===== src/rtl/ppr_rank_sequencer.sv =====
`default_nettype none
// +----------------------------------------------------------------------------+
// | Module : ppr_rank_sequencer                                                |
// | Turns per-rank ppr_en levels into the DRAM soft-PPR command sequence on a  |
// | valid/ready port, one rank at a time, and returns done/status pulses.      |
// | Option : define PPR_GUARD_KEY_EN to insert the 4-MRW guard-key sequence.   |
// | Rev    : 1.0                                                               |
// +----------------------------------------------------------------------------+
module ppr_rank_sequencer #(
  parameter int NB_RANK   = 2,
  parameter int BA_WIDTH  = 8,
  parameter int ROW_WIDTH = 16,
  parameter int T_MRD     = 4,
  parameter int T_PGM     = 32,
  parameter int T_PGMEXIT = 8
) (
  input  logic                 pclk_i,
  input  logic                 prst_i,
  input  logic [NB_RANK-1:0]   ppr_en_i,
  input  logic [BA_WIDTH-1:0]  ppr_bank_i,
  input  logic [ROW_WIDTH-1:0] ppr_row_i,
  input  logic                 ppr_fail_i,
  output logic                 cmd_valid_o,
  input  logic                 cmd_ready_i,
  output logic [1:0]           cmd_type_o,
  output logic [NB_RANK-1:0]   cmd_rank_o,
  output logic [BA_WIDTH-1:0]  cmd_bank_o,
  output logic [ROW_WIDTH-1:0] cmd_addr_o,
  output logic [NB_RANK-1:0]   ppr_done_o,
  output logic [NB_RANK-1:0]   ppr_status_o,
  output logic                 busy_o
);

  localparam int c_TMAX0 = (T_PGM > T_MRD) ? T_PGM : T_MRD;
  localparam int c_TMAX  = (c_TMAX0 > T_PGMEXIT) ? c_TMAX0 : T_PGMEXIT;
  localparam int c_CW    = (c_TMAX < 1) ? 1 : $clog2(c_TMAX + 1);

  // Counter reload values: the next command issues (reload + 1) cycles after
  // the accepting edge, so MRW gets T_MRD fully idle cycles.
  localparam logic [c_CW-1:0] c_L_MRD  = c_CW'(T_MRD);
  localparam logic [c_CW-1:0] c_L_PGM  = c_CW'((T_PGM > 0) ? T_PGM - 1 : 0);
  localparam logic [c_CW-1:0] c_L_EXIT = c_CW'((T_PGMEXIT > 0) ? T_PGMEXIT - 1 : 0);

  localparam logic [1:0] c_CMD_MRW = 2'd1;
  localparam logic [1:0] c_CMD_ACT = 2'd2;
  localparam logic [1:0] c_CMD_PRE = 2'd3;

  localparam logic [BA_WIDTH-1:0]  c_MR_PPR  = BA_WIDTH'(4);
  localparam logic [ROW_WIDTH-1:0] c_PPR_ON  = ROW_WIDTH'(16'h0020);

  typedef enum logic [2:0] {
    S_IDLE,
    S_MRW_EN,
`ifdef PPR_GUARD_KEY_EN
    S_GUARD,
`endif
    S_ACT,
    S_PRE,
    S_MRW_DIS,
    S_WAIT,
    S_DONE
  } state_t;

  state_t               r_state;
  state_t               r_ret;
  logic [c_CW-1:0]      r_cnt;
  logic [NB_RANK-1:0]   r_en_q;
  logic [NB_RANK-1:0]   r_pending;
  logic [NB_RANK-1:0]   r_rank;
  logic [BA_WIDTH-1:0]  r_bank;
  logic [ROW_WIDTH-1:0] r_row;
  logic                 r_fail;
  logic                 r_valid;
  logic [1:0]           r_cmd_type;
  logic [NB_RANK-1:0]   r_cmd_rank;
  logic [BA_WIDTH-1:0]  r_cmd_bank;
  logic [ROW_WIDTH-1:0] r_cmd_addr;
  logic [NB_RANK-1:0]   r_done;
  logic [NB_RANK-1:0]   r_status;
  logic                 r_busy;
`ifdef PPR_GUARD_KEY_EN
  logic [1:0]           r_gidx;
`endif

  logic [NB_RANK-1:0]   w_rise;
  logic [NB_RANK-1:0]   w_fall;
  logic [NB_RANK-1:0]   w_pend_eff;
  logic [NB_RANK-1:0]   w_grant;
  logic [NB_RANK-1:0]   w_take;
  logic [1:0]           w_nx_type;
  logic [BA_WIDTH-1:0]  w_nx_bank;
  logic [ROW_WIDTH-1:0] w_nx_addr;

  assign w_rise     = ppr_en_i & ~r_en_q;
  assign w_fall     = ~ppr_en_i & r_en_q;
  // A request whose level drops this cycle is cancelled, never granted.
  assign w_pend_eff = r_pending & ~w_fall;
  assign w_grant    = w_pend_eff & (~w_pend_eff + NB_RANK'(1));
  assign w_take     = (r_state == S_IDLE) ? w_grant : '0;

  always_comb begin
    w_nx_type = c_CMD_MRW;
    w_nx_bank = c_MR_PPR;
    w_nx_addr = '0;
    case (r_ret)
`ifdef PPR_GUARD_KEY_EN
      S_GUARD: begin
        w_nx_bank = '0;
        case (r_gidx)
          2'd0:    w_nx_addr = ROW_WIDTH'(16'h0CFF);
          2'd1:    w_nx_addr = ROW_WIDTH'(16'h07FF);
          2'd2:    w_nx_addr = ROW_WIDTH'(16'h0BFF);
          default: w_nx_addr = ROW_WIDTH'(16'h03FF);
        endcase
      end
`endif
      S_ACT: begin
        w_nx_type = c_CMD_ACT;
        w_nx_bank = r_bank;
        w_nx_addr = r_row;
      end
      S_PRE: begin
        w_nx_type = c_CMD_PRE;
        w_nx_bank = r_bank;
      end
      default: ;
    endcase
  end

  always_ff @(posedge pclk_i) begin
    if (prst_i) begin
      r_state    <= S_IDLE;
      r_ret      <= S_IDLE;
      r_cnt      <= '0;
      r_en_q     <= '0;
      r_pending  <= '0;
      r_rank     <= '0;
      r_bank     <= '0;
      r_row      <= '0;
      r_fail     <= 1'b0;
      r_valid    <= 1'b0;
      r_cmd_type <= '0;
      r_cmd_rank <= '0;
      r_cmd_bank <= '0;
      r_cmd_addr <= '0;
      r_done     <= '0;
      r_status   <= '0;
      r_busy     <= 1'b0;
`ifdef PPR_GUARD_KEY_EN
      r_gidx     <= '0;
`endif
    end else begin
      r_en_q    <= ppr_en_i;
      r_pending <= (r_pending & ~w_fall & ~w_take) | w_rise;
      r_done    <= '0;
      r_status  <= '0;
      if (r_state != S_IDLE)
        r_fail <= r_fail | ppr_fail_i;

      case (r_state)
        S_IDLE: begin
          if (|w_pend_eff) begin
            r_rank     <= w_grant;
            r_bank     <= ppr_bank_i;
            r_row      <= ppr_row_i;
            r_fail     <= 1'b0;
            r_busy     <= 1'b1;
            r_state    <= S_MRW_EN;
            r_valid    <= 1'b1;
            r_cmd_type <= c_CMD_MRW;
            r_cmd_rank <= w_grant;
            r_cmd_bank <= c_MR_PPR;
            r_cmd_addr <= c_PPR_ON;
`ifdef PPR_GUARD_KEY_EN
            r_gidx     <= '0;
`endif
          end
        end

        S_WAIT: begin
          if (r_cnt != '0) begin
            r_cnt <= r_cnt - c_CW'(1);
          end else if (r_ret == S_DONE) begin
            r_state  <= S_DONE;
            r_done   <= r_rank;
            r_status <= (r_fail | ppr_fail_i) ? '0 : r_rank;
          end else begin
            r_state    <= r_ret;
            r_valid    <= 1'b1;
            r_cmd_type <= w_nx_type;
            r_cmd_rank <= r_rank;
            r_cmd_bank <= w_nx_bank;
            r_cmd_addr <= w_nx_addr;
          end
        end

        S_DONE: begin
          r_state <= S_IDLE;
          r_busy  <= 1'b0;
        end

        default: begin
          // Command states: hold fields until accepted, then start the wait.
          if (cmd_ready_i) begin
            r_valid    <= 1'b0;
            r_cmd_type <= '0;
            r_cmd_rank <= '0;
            r_cmd_bank <= '0;
            r_cmd_addr <= '0;
            r_state    <= S_WAIT;
            case (r_state)
              S_MRW_EN: begin
                r_cnt <= c_L_MRD;
`ifdef PPR_GUARD_KEY_EN
                r_ret <= S_GUARD;
`else
                r_ret <= S_ACT;
`endif
              end
`ifdef PPR_GUARD_KEY_EN
              S_GUARD: begin
                r_cnt  <= c_L_MRD;
                r_gidx <= r_gidx + 2'd1;
                r_ret  <= (r_gidx == 2'd3) ? S_ACT : S_GUARD;
              end
`endif
              S_ACT: begin
                r_cnt <= c_L_PGM;
                r_ret <= S_PRE;
              end
              S_PRE: begin
                r_cnt <= c_L_EXIT;
                r_ret <= S_MRW_DIS;
              end
              default: begin
                r_cnt <= c_L_MRD;
                r_ret <= S_DONE;
              end
            endcase
          end
        end
      endcase
    end
  end

  assign cmd_valid_o  = r_valid;
  assign cmd_type_o   = r_cmd_type;
  assign cmd_rank_o   = r_cmd_rank;
  assign cmd_bank_o   = r_cmd_bank;
  assign cmd_addr_o   = r_cmd_addr;
  assign ppr_done_o   = r_done;
  assign ppr_status_o = r_status;
  assign busy_o       = r_busy;

endmodule
`default_nettype wire

===== config.mk =====
export PLATFORM = sky130hd
export DESIGN_NAME = ppr_rank_sequencer
export DESIGN_NICKNAME = d
export VERILOG_FILES = /design/src/rtl/ppr_rank_sequencer.sv
export SDC_FILE = /design/constraint.sdc
export NUM_CORES = 1
export LEC_CHECK = 0
export CORE_MARGIN = 2
export CORE_UTILIZATION = 46
export CTS_CLUSTER_DIAMETER = 150
export DETAILED_ROUTE_END_ITERATION = 10
export PLACE_DENSITY = 0.77
export SKIP_CTS_REPAIR_TIMING = 1
export SLEW_MARGIN = 40
export SYNTH_ARGS = -nofsm -noshare
export SYNTH_HDL_FRONTEND = slang
export SYNTH_SLANG_ARGS = --single-unit

===== constraint.sdc =====
create_clock -name pclk_i -period 1.75 [get_ports pclk_i]
set_input_delay 0.175 -clock pclk_i [delete_from_list [all_inputs] [get_ports pclk_i]]
set_output_delay 0.175 -clock pclk_i [all_outputs]
set_load 0.005 [all_outputs]

==> run summary <==
Status = complete, but fails checks
Violated checks = setup timing
Die area = 0.00770 mm²
Clock Power Share = 0.208
Post-synth top area cell = dfxtp_1
Worst Tran Pin Value = 0.466 ns
Highest metal used = met4
Row cnt = 30
Slowest-stage cell, CP = dfxtp_2
Internal power = 0.00381 W
CTS root buffer = clkbuf_8
Antenna diode count = 0
Tcrit/Tclk final = 1.00
Worst slew margin = 0.687
Sw Pwr = 0.00237 W
Crit Reg-Reg Startpoint = r_cnt[4]
GR Overflow Total = 0
Netlist Area Pre-Place = 0.00323 mm²
Final Max Slew Viols = 0
Setup CP Type = flip-flop to flip-flop
Netlist cell types = 46
Max cap viols = 0
Leakage = 1.64 nW
# H-tree levels = 3
Hold Crit Start = prst_i
R2r worst-path depth = 8
Post-Place Cell Area = 0.00421 mm²
Vias after detailed routing = 3104
Total power per unit cell area = 1370 mW/mm²
Layout area overhead = 39.7%
CP arrival = 2.01 ns
Cts bufs inserted = 9
Pin count of the biggest net entering global routing = 25
Final Skew = 0.00696 ns
CP max FO = 4
Async set-reset flop share out of synthesis = 0
Gpl congestion = 0.881
Register area = 0.00155 mm²
Post-DP HPWL = 5900 µm
Clk slew on worst S/H paths = 0.09 ns
Hold EP = r_bank[3]
Starting Density = 0.475
Die W = 87.8 µm
Remaining DRCs = 0
Drt total wl = 8370 µm
Top FF cell, synth = dfxtp_1
Maximum buffer depth of the clock tree = 2
# clock sinks = 77
Routed length per placed instance = 14.4 µm
Final hold viol count = 0
Final core occ = 0.663
Count of input and output buffers = 63
Drt pass-1 iters = 5
Area share of the largest cell type after synthesis = 0.478
Fin crit period = 1.75 ns
Flop pwr share = 0.364
Hold Path Depth = 2
Filler-free cell count of the finished design = 582
Most common cell in the netlist = nand2_1
Synthesized Nets = 421
Worst skew pair latency = 0.36 ns
Placed insts = 565
Routed vias/inst = 5.33
First-pass GRT wire length = 13100 µm
Share of cells above drive strength 1 = 0.202
Switch share = 0.383
Combinational fraction of design power = 0.428
Synth Area per Inst = 8.30 µm²
Worst Hold Class = input port to flip-flop
Cells after synthesis = 389
Num ports = 64
Antenna violations before repair = 0
CP dominant cell by count = buf_4
Die H = 87.8 µm
Register bit total from synthesis = 77
Worst path max stage delay = 0.33 ns
EDFF count, synth = 0
Fin worst setup slack = -0.00112 ns
Core ar. = 0.00679 mm²
Fillers = 560
FF-to-FF End = r_cnt[3]
Setup TNS = -0.00112 ns
Detail Route Antenna Nets = 0
DR iter-0 viols = 193
Met3 WL = 355 µm
Startpoint Class = flip-flop
Largest delay share family, worst path = simple AND/OR/NAND/NOR gates
CP Data Required Time = 2.01 ns
RSZ-0062 raised after global routing = yes
Max IR drop VDD = 0.000734 V
Final setup viols = 1
Met2 routed wirelength = 4140 µm
Ranking of synthesized cells by area = dfxtp_1 48%, nand2_1 9.7%, a21oi_1 7.0%
CTS tree = yes
Area of the multi-input gates = 0.00156 mm²
Reg2Reg Setup Slack = -0.001 ns
Final nets = 513
Seq/Total Area, Yosys = 0.478
Synth Warn # = 0
GRT Util Overall = 0.217
Vias in the first global route = 2854
CP Depth = 8
CP Cell Sequence = nor4_2, buf_4, a21oi_4, buf_6, a211oi_2, buf_4, nor2_2, nor4_1
WP buf/inv = 3
Pre-CTS WS = -0.139 ns
WL met1 = 3720 µm
Top post-synthesis cells by count = 83 x nand2_1, 77 x dfxtp_1, 45 x a21oi_1
Final instance area = 0.00451 mm²
FMAX = 571 MHz
Worst setup EP type = flip-flop
-- cell type report --
| cell class | count | share of cell area |
|---|---|---|
| repair buffers | 109 | 0.232 |
| inverters | 9 | 0.00750 |
| multi-input cells | 275 | 0.347 |
| clock buffers | 9 | 0.0275 |
| well taps | 96 | 0.0267 |
| clock inverters | 7 | 0.0153 |
| flip-flops and latches | 77 | 0.344 |
-- stage by stage --
step	hold WS [ns]	power, W
final	0.225	0.00618
after global routing	0.222	0.00653
after CTS	0.206	0.00598
after detailed placement	0.441	0.00469
after floorplan	0.251	0.00369
after global placement	0.431	0.00463
-- kinds of logic (layout without fill, tap and decap cells) --
family                   after synthesis  in the layout  synth area share
adder cells (fa/ha/maj)                3              3            0.0109
flip-flops                            77             77             0.478
AO/OA/AOI/OAI                        103            103             0.195
buffers and inverters                 38            134            0.0655
multiplexers                           1              1           0.00349
XOR/XNOR                               1              1           0.00271
AND/OR/NAND/NOR                      166            167             0.245
-- registers in the layout, indices dropped and copies added, names as in the netlist --
name          flops
busy_o            1
cmd_addr_o       16
cmd_bank_o        8
cmd_rank_o        2
cmd_type_o        2
cmd_valid_o       1
ppr_done_o        2
ppr_status_o      2
r_bank            8
r_cnt             6
r_en_q            2
r_fail            1
r_pending         2
r_rank            2
r_ret             3
r_row            16
r_state           3
-- power groups by stage --
stage               combinational [W]  clock, W  sequential, W
floorplan                     0.00149         0        0.00221
global placement              0.00238         0        0.00225
detailed placement            0.00243         0        0.00226
CTS                           0.00244   0.00131        0.00222
global route                  0.00287   0.00139        0.00228
finish                        0.00264   0.00129        0.00225
-- per-layer routing --
layer  track usage  vias to the layer above
met4        0.0797                        0
met3        0.0434                       15
met5             0                        -
met2         0.357                       81
met1         0.284                     1457
li1              -                     1551
-- worst max path at each step --
stage / startpoint / end / slack [ns]
final: r_cnt[4] / r_cnt[3] / -0.001
after global routing: r_cnt[4] / r_cnt[3] / -0.11
after CTS: r_cnt[5] / r_state[0] / -0.15
after detailed placement: ppr_en_i[1] / r_state[0] / -0.14
after global placement: ppr_en_i[1] / cmd_addr_o[12] / -0.09
after floorplan: r_state[2] / cmd_addr_o[11] / 0.008
-- worst reg2reg max path, cell delays in order, from the launching register on --
cell and delay [ns]:
dfxtp_2 0.33, nor4_2 0.30, buf_4 0.18, a21oi_4 0.06, buf_6 0.13, a211oi_2 0.20, buf_4 0.16, nor2_2 0.03
nor4_1 0.27
-- cell usage in the layout (no fill, tap or decap), types with 13 or more instances in the layout --
cell             count
o21ai_0             13
nor2_1              18
buf_4               39
nand2_1             82
dfxtp_1             73
o21ai_1             13
a21oi_1             43
clkdlybuf4s50_1     62
nand4_1             22
Note: power is estimated with default switching activity, not from simulation.
